<file path="src/rtl/fabric_cfg_pkg.sv">
`default_nettype none
// ============================================================================
//  Module      : fabric_cfg_pkg
//  Description : Shared types and constants for the fabric frame configuration
//                loader: FSM state encoding, bitstream marker words and
//                header field positions.
//  Revision    : 1.0 - initial release
// ============================================================================
package fabric_cfg_pkg;

    // Loader FSM states. ST_CRC is only reachable when CONFIG_CRC_EN is set.
    typedef enum logic [2:0] {
        ST_IDLE   = 3'd0,
        ST_HEADER = 3'd1,
        ST_DATA   = 3'd2,
        ST_CRC    = 3'd3,
        ST_STROBE = 3'd4
    } cfg_state_t;

    // Bitstream markers
    localparam logic [31:0] SYNC_WORD   = 32'hFAB0_FAB1;
    localparam logic [31:0] DESYNC_WORD = 32'hFAB0_DE5C;

    // Frame header layout
    localparam int COL_MSB = 31;
    localparam int COL_LSB = 24;
    localparam int FRM_MSB = 23;
    localparam int FRM_LSB = 16;
    localparam int COL_W   = COL_MSB - COL_LSB + 1;
    localparam int FRM_W   = FRM_MSB - FRM_LSB + 1;

    function automatic logic [COL_W-1:0] hdr_col(input logic [31:0] word);
        return word[COL_MSB:COL_LSB];
    endfunction

    function automatic logic [FRM_W-1:0] hdr_frame(input logic [31:0] word);
        return word[FRM_MSB:FRM_LSB];
    endfunction

endpackage
`default_nettype wire

</file>
<file path="src/rtl/frame_strobe_decoder.sv">
`default_nettype none
// ============================================================================
//  Module      : frame_strobe_decoder
//  Description : Combinational column/frame decoder. Drives exactly one
//                FrameStrobe bit (col*MAX_FRAMES_PER_COL + frame) while i_fire
//                is high and the address is in range; flags out-of-range
//                addresses independently of i_fire.
//  Ports       : i_col, i_frame    - latched header address fields
//                i_fire            - strobe enable (FSM in STROBE)
//                o_strobe          - one-hot strobe vector, all 0 when idle
//                o_out_of_range    - col >= NUM_COLS or frame >= MAX_FRAMES_PER_COL
//  Revision    : 1.0 - initial release
// ============================================================================
module frame_strobe_decoder
    import fabric_cfg_pkg::*;
#(
    parameter int NUM_COLS           = 8,
    parameter int MAX_FRAMES_PER_COL = 20
) (
    input  logic [COL_W-1:0]                        i_col,
    input  logic [FRM_W-1:0]                        i_frame,
    input  logic                                    i_fire,
    output logic [NUM_COLS*MAX_FRAMES_PER_COL-1:0]  o_strobe,
    output logic                                    o_out_of_range
);

    localparam logic [31:0] c_num_cols   = 32'(NUM_COLS);
    localparam logic [31:0] c_num_frames = 32'(MAX_FRAMES_PER_COL);

    assign o_out_of_range = (32'(i_col) >= c_num_cols) || (32'(i_frame) >= c_num_frames);

    // Each bit matches only its own in-range address, so an out-of-range
    // header can never light any strobe bit.
    for (genvar gc = 0; gc < NUM_COLS; gc++) begin : g_col
        for (genvar gf = 0; gf < MAX_FRAMES_PER_COL; gf++) begin : g_frame
            assign o_strobe[gc*MAX_FRAMES_PER_COL + gf] =
                i_fire && (i_col == COL_W'(gc)) && (i_frame == FRM_W'(gf));
        end
    end

endmodule
`default_nettype wire

</file>
<file path="src/rtl/fabric_frame_config_ctrl.sv">
`default_nettype none
// ============================================================================
//  Module      : fabric_frame_config_ctrl
//  Description : Frame-based configuration loader. Consumes a 32-bit
//                valid/ready word stream, waits for SYNC_WORD, decodes a frame
//                header (column/frame address), assembles NUM_ROWS data words
//                into FrameData (word 0 = top row) and pulses the addressed
//                FrameStrobe bit for one cycle. DESYNC_WORD in place of a
//                header ends the bitstream.
//  Build macro : CONFIG_CRC_EN - when defined, each frame carries a trailing
//                CRC word (XOR of header and data words); a mismatch
//                suppresses the strobe and sets cfg_err.
//  Ports       : CLK, RESET        - clock, synchronous active-high reset
//                cfg_word/valid/ready - config stream handshake
//                FrameData         - assembled frame, 32*NUM_ROWS bits
//                FrameStrobe       - one-hot frame strobe, 1-cycle pulse
//                cfg_busy          - FSM not in IDLE
//                cfg_done          - 1-cycle pulse after DESYNC_WORD accepted
//                cfg_err           - sticky address/CRC error
//  Revision    : 1.0 - initial release
// ============================================================================
module fabric_frame_config_ctrl
    import fabric_cfg_pkg::*;
#(
    parameter int NUM_ROWS           = 16,
    parameter int NUM_COLS           = 8,
    parameter int MAX_FRAMES_PER_COL = 20
) (
    input  logic                                    CLK,
    input  logic                                    RESET,
    input  logic [31:0]                             cfg_word,
    input  logic                                    cfg_valid,
    output logic                                    cfg_ready,
    output logic [32*NUM_ROWS-1:0]                  FrameData,
    output logic [NUM_COLS*MAX_FRAMES_PER_COL-1:0]  FrameStrobe,
    output logic                                    cfg_busy,
    output logic                                    cfg_done,
    output logic                                    cfg_err
);

    localparam int                 c_cnt_w    = (NUM_ROWS > 1) ? $clog2(NUM_ROWS) : 1;
    localparam logic [c_cnt_w-1:0] c_last_row = c_cnt_w'(NUM_ROWS - 1);

    cfg_state_t          r_state;
    cfg_state_t          w_state_nxt;
    logic [c_cnt_w-1:0]  r_cnt;
    logic [COL_W-1:0]    r_col;
    logic [FRM_W-1:0]    r_frame;
    logic [31:0]         r_rows [NUM_ROWS];
    logic                r_done;
    logic                r_err;
    logic                w_accept;
    logic                w_fire;
    logic                w_oor;
`ifdef CONFIG_CRC_EN
    logic [31:0]         r_crc;
`endif

    // Ready depends on registered state only: no cfg_valid -> cfg_ready path.
    assign cfg_ready = (r_state != ST_STROBE);
    assign cfg_busy  = (r_state != ST_IDLE);
    assign cfg_done  = r_done;
    assign cfg_err   = r_err;
    assign w_accept  = cfg_valid & cfg_ready;

    // ------------------------------------------------------------------------
    // FSM state register
    // ------------------------------------------------------------------------
    always_ff @(posedge CLK) begin
        if (RESET) begin
            r_state <= ST_IDLE;
        end else begin
            r_state <= w_state_nxt;
        end
    end

    // ------------------------------------------------------------------------
    // Next-state / strobe enable
    // ------------------------------------------------------------------------
    always_comb begin
        w_state_nxt = r_state;
        w_fire      = 1'b0;
        case (r_state)
            ST_IDLE: begin
                if (w_accept && (cfg_word == SYNC_WORD)) begin
                    w_state_nxt = ST_HEADER;
                end
            end
            ST_HEADER: begin
                if (w_accept) begin
                    if (cfg_word == DESYNC_WORD) begin
                        w_state_nxt = ST_IDLE;
                    end else begin
                        w_state_nxt = ST_DATA;
                    end
                end
            end
            ST_DATA: begin
                if (w_accept && (r_cnt == c_last_row)) begin
`ifdef CONFIG_CRC_EN
                    w_state_nxt = ST_CRC;
`else
                    w_state_nxt = ST_STROBE;
`endif
                end
            end
`ifdef CONFIG_CRC_EN
            ST_CRC: begin
                if (w_accept) begin
                    if (cfg_word == r_crc) begin
                        w_state_nxt = ST_STROBE;
                    end else begin
                        w_state_nxt = ST_HEADER;
                    end
                end
            end
`endif
            ST_STROBE: begin
                w_fire      = 1'b1;
                w_state_nxt = ST_HEADER;
            end
            default: begin
                w_state_nxt = ST_IDLE;
            end
        endcase
    end

    // ------------------------------------------------------------------------
    // Datapath: header latch, row capture, status flags
    // ------------------------------------------------------------------------
    always_ff @(posedge CLK) begin
        if (RESET) begin
            r_cnt   <= '0;
            r_col   <= '0;
            r_frame <= '0;
            r_done  <= 1'b0;
            r_err   <= 1'b0;
            for (int i = 0; i < NUM_ROWS; i++) begin
                r_rows[i] <= '0;
            end
`ifdef CONFIG_CRC_EN
            r_crc   <= '0;
`endif
        end else begin
            r_done <= 1'b0;
            case (r_state)
                ST_IDLE: begin
                    if (w_accept && (cfg_word == SYNC_WORD)) begin
                        r_err <= 1'b0;
                    end
                end
                ST_HEADER: begin
                    if (w_accept) begin
                        if (cfg_word == DESYNC_WORD) begin
                            r_done <= 1'b1;
                        end else begin
                            r_col   <= hdr_col(cfg_word);
                            r_frame <= hdr_frame(cfg_word);
                            r_cnt   <= '0;
`ifdef CONFIG_CRC_EN
                            r_crc   <= cfg_word;
`endif
                        end
                    end
                end
                ST_DATA: begin
                    if (w_accept) begin
                        r_rows[r_cnt] <= cfg_word;
                        r_cnt         <= r_cnt + c_cnt_w'(1);
`ifdef CONFIG_CRC_EN
                        r_crc         <= r_crc ^ cfg_word;
`endif
                    end
                end
`ifdef CONFIG_CRC_EN
                ST_CRC: begin
                    if (w_accept && (cfg_word != r_crc)) begin
                        r_err <= 1'b1;
                    end
                end
`endif
                ST_STROBE: begin
                    // Frame was consumed but had nowhere to go.
                    if (w_oor) begin
                        r_err <= 1'b1;
                    end
                end
                default: begin
                end
            endcase
        end
    end

    // Row 0 occupies the most significant 32 bits of FrameData.
    for (genvar gr = 0; gr < NUM_ROWS; gr++) begin : g_row
        assign FrameData[32*(NUM_ROWS-gr)-1 -: 32] = r_rows[gr];
    end

    frame_strobe_decoder #(
        .NUM_COLS           (NUM_COLS),
        .MAX_FRAMES_PER_COL (MAX_FRAMES_PER_COL)
    ) u_strobe_dec (
        .i_col          (r_col),
        .i_frame        (r_frame),
        .i_fire         (w_fire),
        .o_strobe       (FrameStrobe),
        .o_out_of_range (w_oor)
    );

endmodule
`default_nettype wire

</file>
<file path="config.mk">
export PLATFORM = sky130hd
export DESIGN_NAME = fabric_frame_config_ctrl
export DESIGN_NICKNAME = d
export VERILOG_FILES = /design/src/rtl/fabric_cfg_pkg.sv /design/src/rtl/frame_strobe_decoder.sv /design/src/rtl/fabric_frame_config_ctrl.sv
export SDC_FILE = /design/constraint.sdc
export NUM_CORES = 1
export LEC_CHECK = 0
export ABC_CLOCK_PERIOD_IN_PS = 3100
export CAP_MARGIN = 10
export CORE_AREA = 3 3 277 279
export DETAILED_ROUTE_END_ITERATION = 12
export DIE_AREA = 0 0 280 282
export RECOVER_POWER = 100
export SYNTH_ARGS = -nofsm -noshare
export SYNTH_HDL_FRONTEND = slang
export SYNTH_SLANG_ARGS = --single-unit
</file>
<file path="constraint.sdc">
create_clock -name CLK -period 3.1 [get_ports CLK]
set_clock_uncertainty 0.15 [all_clocks]
set_input_delay 0.31 -clock CLK [delete_from_list [all_inputs] [get_ports CLK]]
set_output_delay 0.31 -clock CLK [all_outputs]
set_load 0.05 [all_outputs]
</file>
==> report_table.html, run 1 <==
<table>
<tr><th>Metric</th><th>Value</th></tr>
<tr><th colspan="2">GRT</th></tr>
<tr><td>Remaining global-route overflow</td><td>0</td></tr>
<tr><td>Vias in the first global route</td><td>15.2k</td></tr>
<tr><td>Maximum number of pins on one net before global-route repair</td><td>60</td></tr>
<tr><td>Antenna violations before repair</td><td>5</td></tr>
<tr><td>First-pass GRT wire length</td><td>110 mm</td></tr>
<tr><td>Gr usage total</td><td>0.194</td></tr>
<tr><th colspan="2">Synthesis</th></tr>
<tr><td>Number of unique standard cell types used by synthesis</td><td>43</td></tr>
<tr><td>Post-synthesis simple-gate area fraction</td><td>0.220</td></tr>
<tr><td>Syn avg cell area</td><td>14.1 um2</td></tr>
<tr><td>Prevailing post-synth register cell</td><td>edfxtp_1</td></tr>
<tr><td>Combinational family with the most area after synthesis</td><td>simple AND/OR/NAND/NOR gates</td></tr>
<tr><td>XOR/XNOR share of the synthesized area</td><td>0.000410</td></tr>
<tr><td>Area contributors post-synth</td><td>edfxtp_1 (72%), and2_1 (15%), nor2_1 (3.1%), dfxtp_1 (2.3%), clkbuf_1 (1.9%)</td></tr>
<tr><td>Number of warning messages in the yosys log</td><td>0</td></tr>
<tr><td>Flip-flop and latch count after synthesis</td><td>537</td></tr>
<tr><td>Post-Syn Instances</td><td>1511</td></tr>
<tr><td>Mux cell area share after synthesis</td><td>0.00750</td></tr>
<tr><td>Commonest cells in the synthesized netlist</td><td>and2_1 (512), edfxtp_1 (512), nor2_1 (177), clkbuf_1 (106), nand2b_1 (34)</td></tr>
<tr><td>Share of the synthesized area in compound gates (AO/OA/AOI/OAI)</td><td>0.00516</td></tr>
<tr><td>Synthesized netlist net count</td><td>1550</td></tr>
<tr><td>Fraction of registers with async set/reset</td><td>0</td></tr>
<tr><td>Mapped cell area</td><td>21400 um2</td></tr>
<tr><td>Cell type with the largest total area after synthesis</td><td>edfxtp_1</td></tr>
<tr><td>Number of synthesized flops with an enable pin</td><td>512</td></tr>
<tr><td>Area fraction of the dominant cell type after synthesis</td><td>0.720</td></tr>
<tr><td>Sequential fraction of the synthesis area</td><td>0.743</td></tr>
<tr><td>Share of synthesized cell area in full adder, half adder and majority cells</td><td>0.00234</td></tr>
<tr><th colspan="2">Critical path</th></tr>
<tr><td>Worst path top cell family by delay</td><td>simple AND/OR/NAND/NOR gates</td></tr>
<tr><td>Count of cells along the worst register-to-register path</td><td>5</td></tr>
<tr><td>Req. time, crit path</td><td>2640 ps</td></tr>
<tr><td>CP Max Fanout</td><td>7</td></tr>
<tr><td>Element type at the critical path start</td><td>flip-flop</td></tr>
<tr><td>Crit path max-delay cell type</td><td>or4b_1</td></tr>
<tr><td>End of the worst register-to-register path</td><td>r_rows[0][24]</td></tr>
<tr><td>Critical-path cell list</td><td>or4b_1 -&gt; nor3_4 -&gt; nand3_1 -&gt; buf_4 -&gt; nor2_1 -&gt; buf_12</td></tr>
<tr><td>Critical R2R Launch</td><td>r_state[1]</td></tr>
<tr><td>CP Data Arrival Time</td><td>2590 ps</td></tr>
<tr><td>Longest individual stage delay on the worst path</td><td>580 ps</td></tr>
<tr><td>Worst reg-to-reg setup slack</td><td>230 ps</td></tr>
<tr><td>Kind of critical path</td><td>flip-flop to output port</td></tr>
<tr><td>Combined buffer and inverter count along the critical path</td><td>2</td></tr>
<tr><td>Capturing element type of the critical path</td><td>output port</td></tr>
<tr><th colspan="2">Timing</th></tr>
<tr><td>Top achievable clock speed</td><td>0.328 GHz</td></tr>
<tr><td>TNS Setup</td><td>0 ps</td></tr>
<tr><td>Setup repair after global routing missed its margin</td><td>true</td></tr>
<tr><td>Actual slew at the worst max-slew pin</td><td>825 ps</td></tr>
<tr><td>Pins Over Slew Limit</td><td>0</td></tr>
<tr><td>Final critical-path required period</td><td>3050 ps</td></tr>
<tr><td>Setup violation total in the final timing report</td><td>0</td></tr>
<tr><td>Total count of hold-check failures in the final report</td><td>0</td></tr>
<tr><td>Final period utilization</td><td>0.982</td></tr>
<tr><td>Minimum hold slack</td><td>232 ps</td></tr>
<tr><td>Headroom to the max-slew limit</td><td>0.450</td></tr>
<tr><th colspan="2">Clock tree</th></tr>
<tr><td>Number of sinks on the clock net</td><td>537</td></tr>
<tr><td>Largest buffer count on any clock path</td><td>3</td></tr>
<tr><td>Clock transition at the register clock pins on the worst setup and hold paths after CTS</td><td>60 ps</td></tr>
<tr><td>Number of H-tree branching levels</td><td>2</td></tr>
<tr><td>CTS tree</td><td>done</td></tr>
<tr><td>Total CTS buffers</td><td>55</td></tr>
<tr><td>Count of hold-fix buffers inserted at cts</td><td>0</td></tr>
<tr><td>Root Driver</td><td>clkbuf_16</td></tr>
<tr><td>Skew-Pair Late Insertion Delay</td><td>580 ps</td></tr>
<tr><th colspan="2">Routing</th></tr>
<tr><td>Post-DR vias/cell</td><td>4.48</td></tr>
<tr><td>Wire length per cell</td><td>24.2 um</td></tr>
<tr><td>Post-route ant nets</td><td>0</td></tr>
<tr><td>Total Wirelength</td><td>79.3 mm</td></tr>
<tr><td>DRC violation total after the first TritonRoute iteration</td><td>1051</td></tr>
<tr><td>Remaining design rule violation count</td><td>0</td></tr>
<tr><td>Pre-Repair DR Iteration Count</td><td>7</td></tr>
<tr><td>Vias after detailed routing</td><td>14.7k</td></tr>
<tr><th colspan="2">Die</th></tr>
<tr><td>Rows</td><td>100</td></tr>
<tr><td>IO Pins</td><td>711</td></tr>
<tr><td>Die outline width</td><td>280 um</td></tr>
<tr><td>Die Outline Area</td><td>79000 um2</td></tr>
<tr><td>Area of the core region</td><td>74400 um2</td></tr>
<tr><td>Initial cell density of the core</td><td>0.287</td></tr>
<tr><td>DIE HEIGHT</td><td>282 um</td></tr>
<tr><th colspan="2">Power and ir drop</th></tr>
<tr><td>Overall power</td><td>17.2 mW</td></tr>
<tr><td>Peak supply drop</td><td>0.000391 V</td></tr>
<tr><td>Total power per unit cell area</td><td>526 nW/um2</td></tr>
<tr><td>Total leakage power</td><td>12.2 nW</td></tr>
<tr><th colspan="2">Worst hold path</th></tr>
<tr><td>Hold Path End</td><td>r_state[1]</td></tr>
<tr><td>Min-Delay Startpoint</td><td>RESET</td></tr>
<tr><td>Worst hold path stage count</td><td>3</td></tr>
<tr><td>Class of the most critical hold timing path</td><td>input pin to flip-flop</td></tr>
<tr><th colspan="2">Placement</th></tr>
<tr><td>IO buf count</td><td>710</td></tr>
<tr><td>Detailed placer's ending HPWL</td><td>57.9 mm</td></tr>
<tr><td>Final weighted congestion in routability-driven placement</td><td>0.825</td></tr>
<tr><th colspan="2">Cells and area</th></tr>
<tr><td>Final core utilization</td><td>0.441</td></tr>
<tr><td>Area growth from synthesis to layout</td><td>53.6%</td></tr>
<tr><td>Share of final-layout standard cells stronger than drive strength 1</td><td>0.177</td></tr>
<tr><td>NumNets Final</td><td>2297</td></tr>
<tr><th colspan="2">Flow run</th></tr>
<tr><td>Max-capacitance violation count</td><td>0</td></tr>
<tr><th colspan="2">Outcome</th></tr>
<tr><td>Run status</td><td>completed</td></tr>
</table>
[what timing repair did]
item	4_1_cts	5_1_grt
resized for setup	42	54
pin swaps	0	0
buffers inserted	0	1
setup endpoints to repair	154	157
[registers in the layout (all words and copies together) (netlist names)]
register / cells
r_col: 8
r_state: 3
cfg_err: 1
r_rows: 512
r_frame: 8
r_cnt: 4
cfg_done: 1
[worst register-to-register path, cell delays in order, from the launching register on]
cell      delay (ps)
dfxtp_1          420
nor3b_2          500
nand3_1          300
nor3_1           580
clkbuf_2         570
and2_0           230
[power breakdown]
part	internal (mW)	switching [mW]
clock	4.13	2.88
combinational	0.445	1.51
sequential	8.18	0.0872
total	12.8	4.48
[cell families after synthesis]
kind of cell,count (synthesis)
compound gates,14
mux,16
flops,537
simple gates,823
fa+ha+maj,4
xor+xnor,1
buf+inv,116
[area by class of cell]
cell class | instances | area (um2)
fillers | 6602 | 41600
multi-input cells | 858 | 5190
inverters | 7 | 26.3
well taps | 969 | 1210
flip-flops and latches | 537 | 15900
clock inverters | 41 | 518
clock buffers | 62 | 1400
diodes | 2 | 5.00
repair buffers | 799 | 8560
[cell usage in the layout (no fill, tap or decap), drive strengths merged, types with 2 or more instances in the layout]
cell type      count
or2               16
o21a               3
or4bb              3
a21oi              2
mux2i             16
o31ai              2
nor3              14
edfxtp           512
nand4b             4
nor2             177
clkdlybuf4s50     32
nand2             25
clkbuf           135
diode              2
dfxtp             25
and2             512
o21ai              3
bufbuf             8
nand3             15
bufinv            10
nor3b              4
nand4              4
or4                4
ha                 4
buf              169
nor4               2
inv               12
nand2b            34
clkinv            19
nor2b              3
dlygate4sd3      517
clkinvlp           7
or3                2
[through the flow]
| step | setup slack [ps] | instance area (um2) | std cells |
|---|---|---|---|
| 5_1_grt | -38.3 | 32800 | 3275 |
| 6_report | 54.9 | 32800 | 3275 |
| 3_5_place_dp | 339 | 31700 | 3169 |
| 4_1_cts | -109 | 33800 | 3272 |
| 3_3_place_gp | 310 | 31700 | 3169 |
| 2_1_floorplan | 420 | 21400 | 1511 |
[how the worst max path moves through the flow]
stage	from	to	slack (ps)	cells past startpoint
finish	r_frame[7]	FrameStrobe[59]	50	6
CTS	r_frame[7]	FrameStrobe[151]	-110	6
global route	r_frame[7]	FrameStrobe[58]	-40	5
global placement	cfg_valid	r_rows[11][24]	310	6
floorplan	r_col[3]	FrameStrobe[140]	420	5
detailed placement	cfg_valid	r_rows[11][29]	340	6
[per-layer routing]
metal  vias to the layer above  global-route usage  wire length [um]
met2                       662               0.359             41700
met3                       132              0.0473              5940
met5                         -                   0                 0
met4                         0              0.0615              2430
met1                      7252               0.220             29200
li1                       6631                   -                 -
No activity file was read; power rests on OpenSTA's default activity.
==> run 2, diff against run 1 <==
- ABC_CLOCK_PERIOD_IN_PS: 3100 -> 3500
- clock period: 3.1 -> 3.5 ns (I/O delays scaled with it)
==> run 2 against run 1 <==
Against the previous run: flip-flop and latch count unchanged; first-iteration DRC count is 2.0% lower; power decreased by 13%; register-to-register slack got worse by 20 ps; global-route usage up 0.091 points; worst hold slack improved by 90 ps; wire length is essentially flat; sequential power shrank 11%; critical path depth unchanged; clock power shrank 14%; sequential share of layout area increased by 2.0 points; count of clock-buffer cells in the layout is 1 lower; highest routed layer is now met5.
==> report_table.html, run 2 (synthesis results as in run 1) <==
<table>
<tr><th>Metric</th><th>Value</th></tr>
<tr><th colspan="2">Die</th></tr>
<tr><td>Rows</td><td>100</td></tr>
<tr><td>Die Outline Area</td><td>79000 um2</td></tr>
<tr><td>Initial cell density of the core</td><td>0.287</td></tr>
<tr><td>Area of the core region</td><td>74400 um2</td></tr>
<tr><td>DIE HEIGHT</td><td>282 um</td></tr>
<tr><td>Die outline width</td><td>280 um</td></tr>
<tr><td>IO Pins</td><td>711</td></tr>
<tr><th colspan="2">Power and ir drop</th></tr>
<tr><td>Portion of total power attributed to sequential cells</td><td>0.486</td></tr>
<tr><td>Switching power of the nets</td><td>3.96 mW</td></tr>
<tr><td>Fraction of power consumed by the clock network</td><td>0.399</td></tr>
<tr><td>Total power per unit cell area</td><td>478 nW/um2</td></tr>
<tr><td>Share of total power in combinational logic</td><td>0.114</td></tr>
<tr><td>Peak supply drop</td><td>0.000359 V</td></tr>
<tr><td>Switching share of power</td><td>0.263</td></tr>
<tr><td>Total leakage power</td><td>11.9 nW</td></tr>
<tr><td>Internal portion of total power</td><td>11.1 mW</td></tr>
<tr><td>Overall power</td><td>15.1 mW</td></tr>
<tr><th colspan="2">Clock tree</th></tr>
<tr><td>Number of H-tree branching levels</td><td>2</td></tr>
<tr><td>CTS tree</td><td>done</td></tr>
<tr><td>Root Driver</td><td>clkbuf_16</td></tr>
<tr><td>Skew-Pair Late Insertion Delay</td><td>600 ps</td></tr>
<tr><td>Total CTS buffers</td><td>56</td></tr>
<tr><td>Clock transition at the register clock pins on the worst setup and hold paths after CTS</td><td>70 ps</td></tr>
<tr><td>Count of cells resized by post-cts repair</td><td>0</td></tr>
<tr><td>Count of hold-fix buffers inserted at cts</td><td>0</td></tr>
<tr><td>Number of sinks on the clock net</td><td>537</td></tr>
<tr><td>Largest buffer count on any clock path</td><td>3</td></tr>
<tr><td>Number of buffers added for setup after CTS</td><td>0</td></tr>
<tr><th colspan="2">Cells and area</th></tr>
<tr><td>Most frequent standard cell in the layout excluding fill and tap cells</td><td>dlygate4sd3_1</td></tr>
<tr><td>Post-route standard cell area excluding fillers</td><td>31500 um2</td></tr>
<tr><td>Share of final-layout standard cells stronger than drive strength 1</td><td>0.152</td></tr>
<tr><td>Number of flip-flops in the largest register</td><td>512</td></tr>
<tr><td>Area used by multi-input combinational logic</td><td>5020 um2</td></tr>
<tr><td>Area growth from synthesis to layout</td><td>47.4%</td></tr>
<tr><td>Register bank with the most flops</td><td>r_rows</td></tr>
<tr><td>Largest regs</td><td>r_rows x512, r_col x8, r_frame x8</td></tr>
<tr><td>Total area of sequential cells</td><td>15900 um2</td></tr>
<tr><td>NumNets Final</td><td>2294</td></tr>
<tr><td>Filler instances</td><td>6765</td></tr>
<tr><td>Most used cells in the layout excluding fill and tap cells</td><td>dlygate4sd3_1 (517), edfxtp_1 (512), and2_1 (285)</td></tr>
<tr><th colspan="2">GRT</th></tr>
<tr><td>Gr usage total</td><td>0.195</td></tr>
<tr><td>Maximum number of pins on one net before global-route repair</td><td>60</td></tr>
<tr><td>Antenna violations before repair</td><td>6</td></tr>
<tr><td>Remaining global-route overflow</td><td>0</td></tr>
<tr><td>Vias in the first global route</td><td>15.3k</td></tr>
<tr><td>First-pass GRT wire length</td><td>111 mm</td></tr>
<tr><th colspan="2">Timing</th></tr>
<tr><td>Actual slew at the worst max-slew pin</td><td>954 ps</td></tr>
<tr><td>Total count of hold-check failures in the final report</td><td>0</td></tr>
<tr><td>Final period utilization</td><td>0.963</td></tr>
<tr><td>Top achievable clock speed</td><td>0.297 GHz</td></tr>
<tr><td>Setup WS post-layout</td><td>131 ps</td></tr>
<tr><td>Headroom to the max-slew limit</td><td>0.364</td></tr>
<tr><td>Final critical-path required period</td><td>3370 ps</td></tr>
<tr><td>Setup violation total in the final timing report</td><td>0</td></tr>
<tr><td>Pins Over Slew Limit</td><td>0</td></tr>
<tr><td>Setup repair after global routing missed its margin</td><td>true</td></tr>
<tr><th colspan="2">Critical path</th></tr>
<tr><td>Element type at the critical path start</td><td>flip-flop</td></tr>
<tr><td>Critical R2R Launch</td><td>r_state[1]</td></tr>
<tr><td>CP Data Arrival Time</td><td>2870 ps</td></tr>
<tr><td>Kind of critical path</td><td>flip-flop to output port</td></tr>
<tr><td>Worst reg-to-reg setup slack</td><td>210 ps</td></tr>
<tr><td>Crit path max-delay cell type</td><td>or4_1</td></tr>
<tr><td>Req. time, crit path</td><td>3000 ps</td></tr>
<tr><td>Capturing element type of the critical path</td><td>output port</td></tr>
<tr><td>Combined buffer and inverter count along the critical path</td><td>2</td></tr>
<tr><td>Longest individual stage delay on the worst path</td><td>600 ps</td></tr>
<tr><td>Critical path origin</td><td>r_col[3]</td></tr>
<tr><td>Worst path top cell family by delay</td><td>simple AND/OR/NAND/NOR gates</td></tr>
<tr><td>Critical-path cell list</td><td>or4_1 -&gt; nor3b_1 -&gt; nand4_1 -&gt; clkbuf_4 -&gt; nor2_1 -&gt; clkbuf_2</td></tr>
<tr><td>CP Max Fanout</td><td>20</td></tr>
<tr><th colspan="2">Routing</th></tr>
<tr><td>Vias after detailed routing</td><td>14.7k</td></tr>
<tr><td>Wire length per cell</td><td>24.2 um</td></tr>
<tr><td>Post-route ant nets</td><td>0</td></tr>
<tr><td>Pre-Repair DR Iteration Count</td><td>5</td></tr>
<tr><td>Total Wirelength</td><td>79.3 mm</td></tr>
<tr><td>Post-DR vias/cell</td><td>4.48</td></tr>
<tr><td>Remaining design rule violation count</td><td>0</td></tr>
<tr><td>DRC violation total after the first TritonRoute iteration</td><td>1030</td></tr>
<tr><th colspan="2">Placement</th></tr>
<tr><td>IO buf count</td><td>710</td></tr>
<tr><td>Cell Area, Placed</td><td>31700 um2</td></tr>
<tr><td>Detailed placer's ending HPWL</td><td>57.5 mm</td></tr>
<tr><td>Final weighted congestion in routability-driven placement</td><td>0.799</td></tr>
<tr><td>Setup Slack @ Placement</td><td>477 ps</td></tr>
<tr><th colspan="2">Worst hold path</th></tr>
<tr><td>Class of the most critical hold timing path</td><td>flip-flop to flip-flop</td></tr>
<tr><td>Min-Delay Startpoint</td><td>r_col[3]</td></tr>
<tr><th colspan="2">Outcome</th></tr>
<tr><td>Run status</td><td>completed</td></tr>
<tr><th colspan="2">Flow run</th></tr>
<tr><td>Max-capacitance violation count</td><td>0</td></tr>
</table>
run 2: path summary, 6_finish.rpt:
path                                          to  depth (start not counted)
worst min register to register          r_col[3]                          2
worst max register to register    r_rows[13][24]                          5
worst min-delay path                    r_col[3]                          2
worst max-delay path            FrameStrobe[146]                          6
run 2: worst reg2reg max path: cells and delay by family, from the launching register on:
family / cells / cell delay, ps
buffers and inverters: 1 / 460
and+or+nand+nor: 4 / 1960
DFF: 1 / 400
run 2: through the flow:
stage,hold WS (ps),cells,util,TNS (ps)
4_1_cts,273,3271,0.451,0
5_1_grt,348,3271,0.423,-947
6_report,322,3272,0.423,0
3_3_place_gp,304,3166,0.426,0
2_1_floorplan,293,1511,-,0
3_5_place_dp,315,3166,0.426,0
run 2: power by group through the flow:
stage	registers (mW)	clock network [mW]	logic (mW)
floorplan	8.33	0	0.152
global placement	7.47	0	1.84
detailed placement	7.47	0	1.85
CTS	7.34	6.13	1.85
global route	7.35	6.38	1.77
finish	7.33	6.01	1.72
run 2: per-layer routing:
layer	vias to the layer above	wire length, um	GRT usage
li1	6620	-	-
met1	7236	29100	0.224
met2	668	41800	0.359
met3	132	6090	0.0456
met4	2	2290	0.0619
met5	-	12	0
run 2: layout make-up:
cell class | instances | share of cell area
Timing Repair Buffer | 795 | 0.238
Clock inverter | 44 | 0.0140
Antenna cell | 1 | 0.0000795
Inverter | 7 | 0.000835
Tap cell | 969 | 0.0385
Sequential cell | 537 | 0.504
Multi-Input combinational cell | 858 | 0.159
Clock buffer | 61 | 0.0451
==> RTL change, RTL diff (settings of run 1) <==
`COL_LSB`: 24 -> 12.
--- a/src/rtl/fabric_cfg_pkg.sv
+++ b/src/rtl/fabric_cfg_pkg.sv
@@ -23,7 +23,7 @@
 
     // Frame header layout
     localparam int COL_MSB = 31;
-    localparam int COL_LSB = 24;
+    localparam int COL_LSB = 12;
     localparam int FRM_MSB = 23;
     localparam int FRM_LSB = 16;
     localparam int COL_W   = COL_MSB - COL_LSB + 1;
Formal check against the unedited RTL: same outputs for any inputs over 4 cycles, from zero or initial values and one cycle with RESET high; that may be too few to reach the edited logic, so the function may still have changed.
==> RTL change against run 1 <==
  * Wire length shrank 6.6%
  * Via count shrank 8.6%
  * Sequential cell count grew 4
  * Synthesized area grew 2.4%
  * Die area is the same
  * Cell area shrank 7.4%
  * Clock power grew 2%
  * Sequential power grew 2%
  * Synthesized cell count shrank 2.6%
  * Power grew 6.2%
  * Global-route usage shrank 1.4 points
  * Critical path depth shrank 1
  * Worst setup slack gained 0.085 ns
  * Critical endpoint is now FrameStrobe[60]
==> RTL change: results <==
set metrics [dict create \
    status "finished clean" \
    worst_hold_slack_ns 0.0582 \
    synth_compound_area_share_pct 0.418 \
    dpl_worst_slack_ns 0.362 \
    seqCellArea_um2 16000 \
    cts_resized 4 \
    synth_xor_area_share_pct 0.0400 \
    dp_cells 2986 \
    gp_congestion 0.788 \
    multi_input_area_share_pct 16.5 \
    signal_buffers 637 \
    muxShareOfSynthArea_pct 0.915 \
    antenna_found_initial 12 \
    portBuffers 558 \
    clock_sinks 541 \
    drive_gt1_share_pct 9.46 \
    rrSetupSlack_ns 0.17 \
    cp-endpoint "FrameStrobe[60]" \
    period_share_pct 95.5 \
    synth_adder_area_share_pct 0.229 \
    final_util_pct 40.8 \
    grt_pass1_wl_mm 101 \
    cts_buffers 58 \
    grt_start_max_net_pins 67 \
    fillers 6780 \
    cell_internal_pwr_w 0.0130 \
    synth.cells.most_frequent "and2_1, edfxtp_1, buf_4" \
    hpwlAfterDp_mm 51.0 \
    grt_use_total_pct 18.1 \
    buffer_area_share_pct 20.5 \
    ir_worst_vdd_v 0.000461 \
    clk_latency_ns 0.62 \
    yosysSeqAreaShare_pct 72.9 \
    rr_endpoint "r_rows[15][30]" \
    first_iter_violations 1093 \
    final_cells 3100 \
    finalNetCount 2116 \
    vias 13409 \
    relSlewSlack_pct 39.9 \
    leakage_nw 11.1 \
    critPathLaunch "r_col[19]" \
    firstDrtPassIters 5 \
    yosys-top-cells-area "edfxtp_1, and2_1, buf_4" \
    largestRegisters "r_rows (512), r_col (20), r_cnt (4)" \
    nClkBuffers 70 \
    wl_per_cell_um 23.9 \
    min-delay-start "cfg_word[28]" \
    worstHoldPathCells 5 \
    num_antenna_cells 6 \
    crit_fanout 4 \
    clk_share_pct 6.44 \
    worstHoldEndpoint "cfg_done" \
]
## RTL change: layer usage
metal	global-route usage, %	routed length, um	vias to the layer above
li1	-	-	5936
met1	21.6	28100	6683
met2	32.4	38200	671
met3	3.59	5540	117
met4	6.43	2310	2
met5	0	10	-
## RTL change: power groups by stage
stage | registers (W) | clock network (W) | logic (W)
3_3_place_gp | 0.00857 | 0 | 0.00292
3_5_place_dp | 0.00858 | 0 | 0.00292
4_1_cts | 0.00843 | 0.00729 | 0.00293
6_report | 0.00841 | 0.00713 | 0.00276
2_1_floorplan | 0.00981 | 0 | 0.000715
5_1_grt | 0.00844 | 0.00756 | 0.00283
## RTL change: worst reg2reg max path, stage by stage, from the launching register on
cell and delay, ns:
dfxtp_1 0.43, nor3b_1 0.77, nand3_1 0.32, nor2_1 0.43, or2_2 0.21, buf_8 0.27
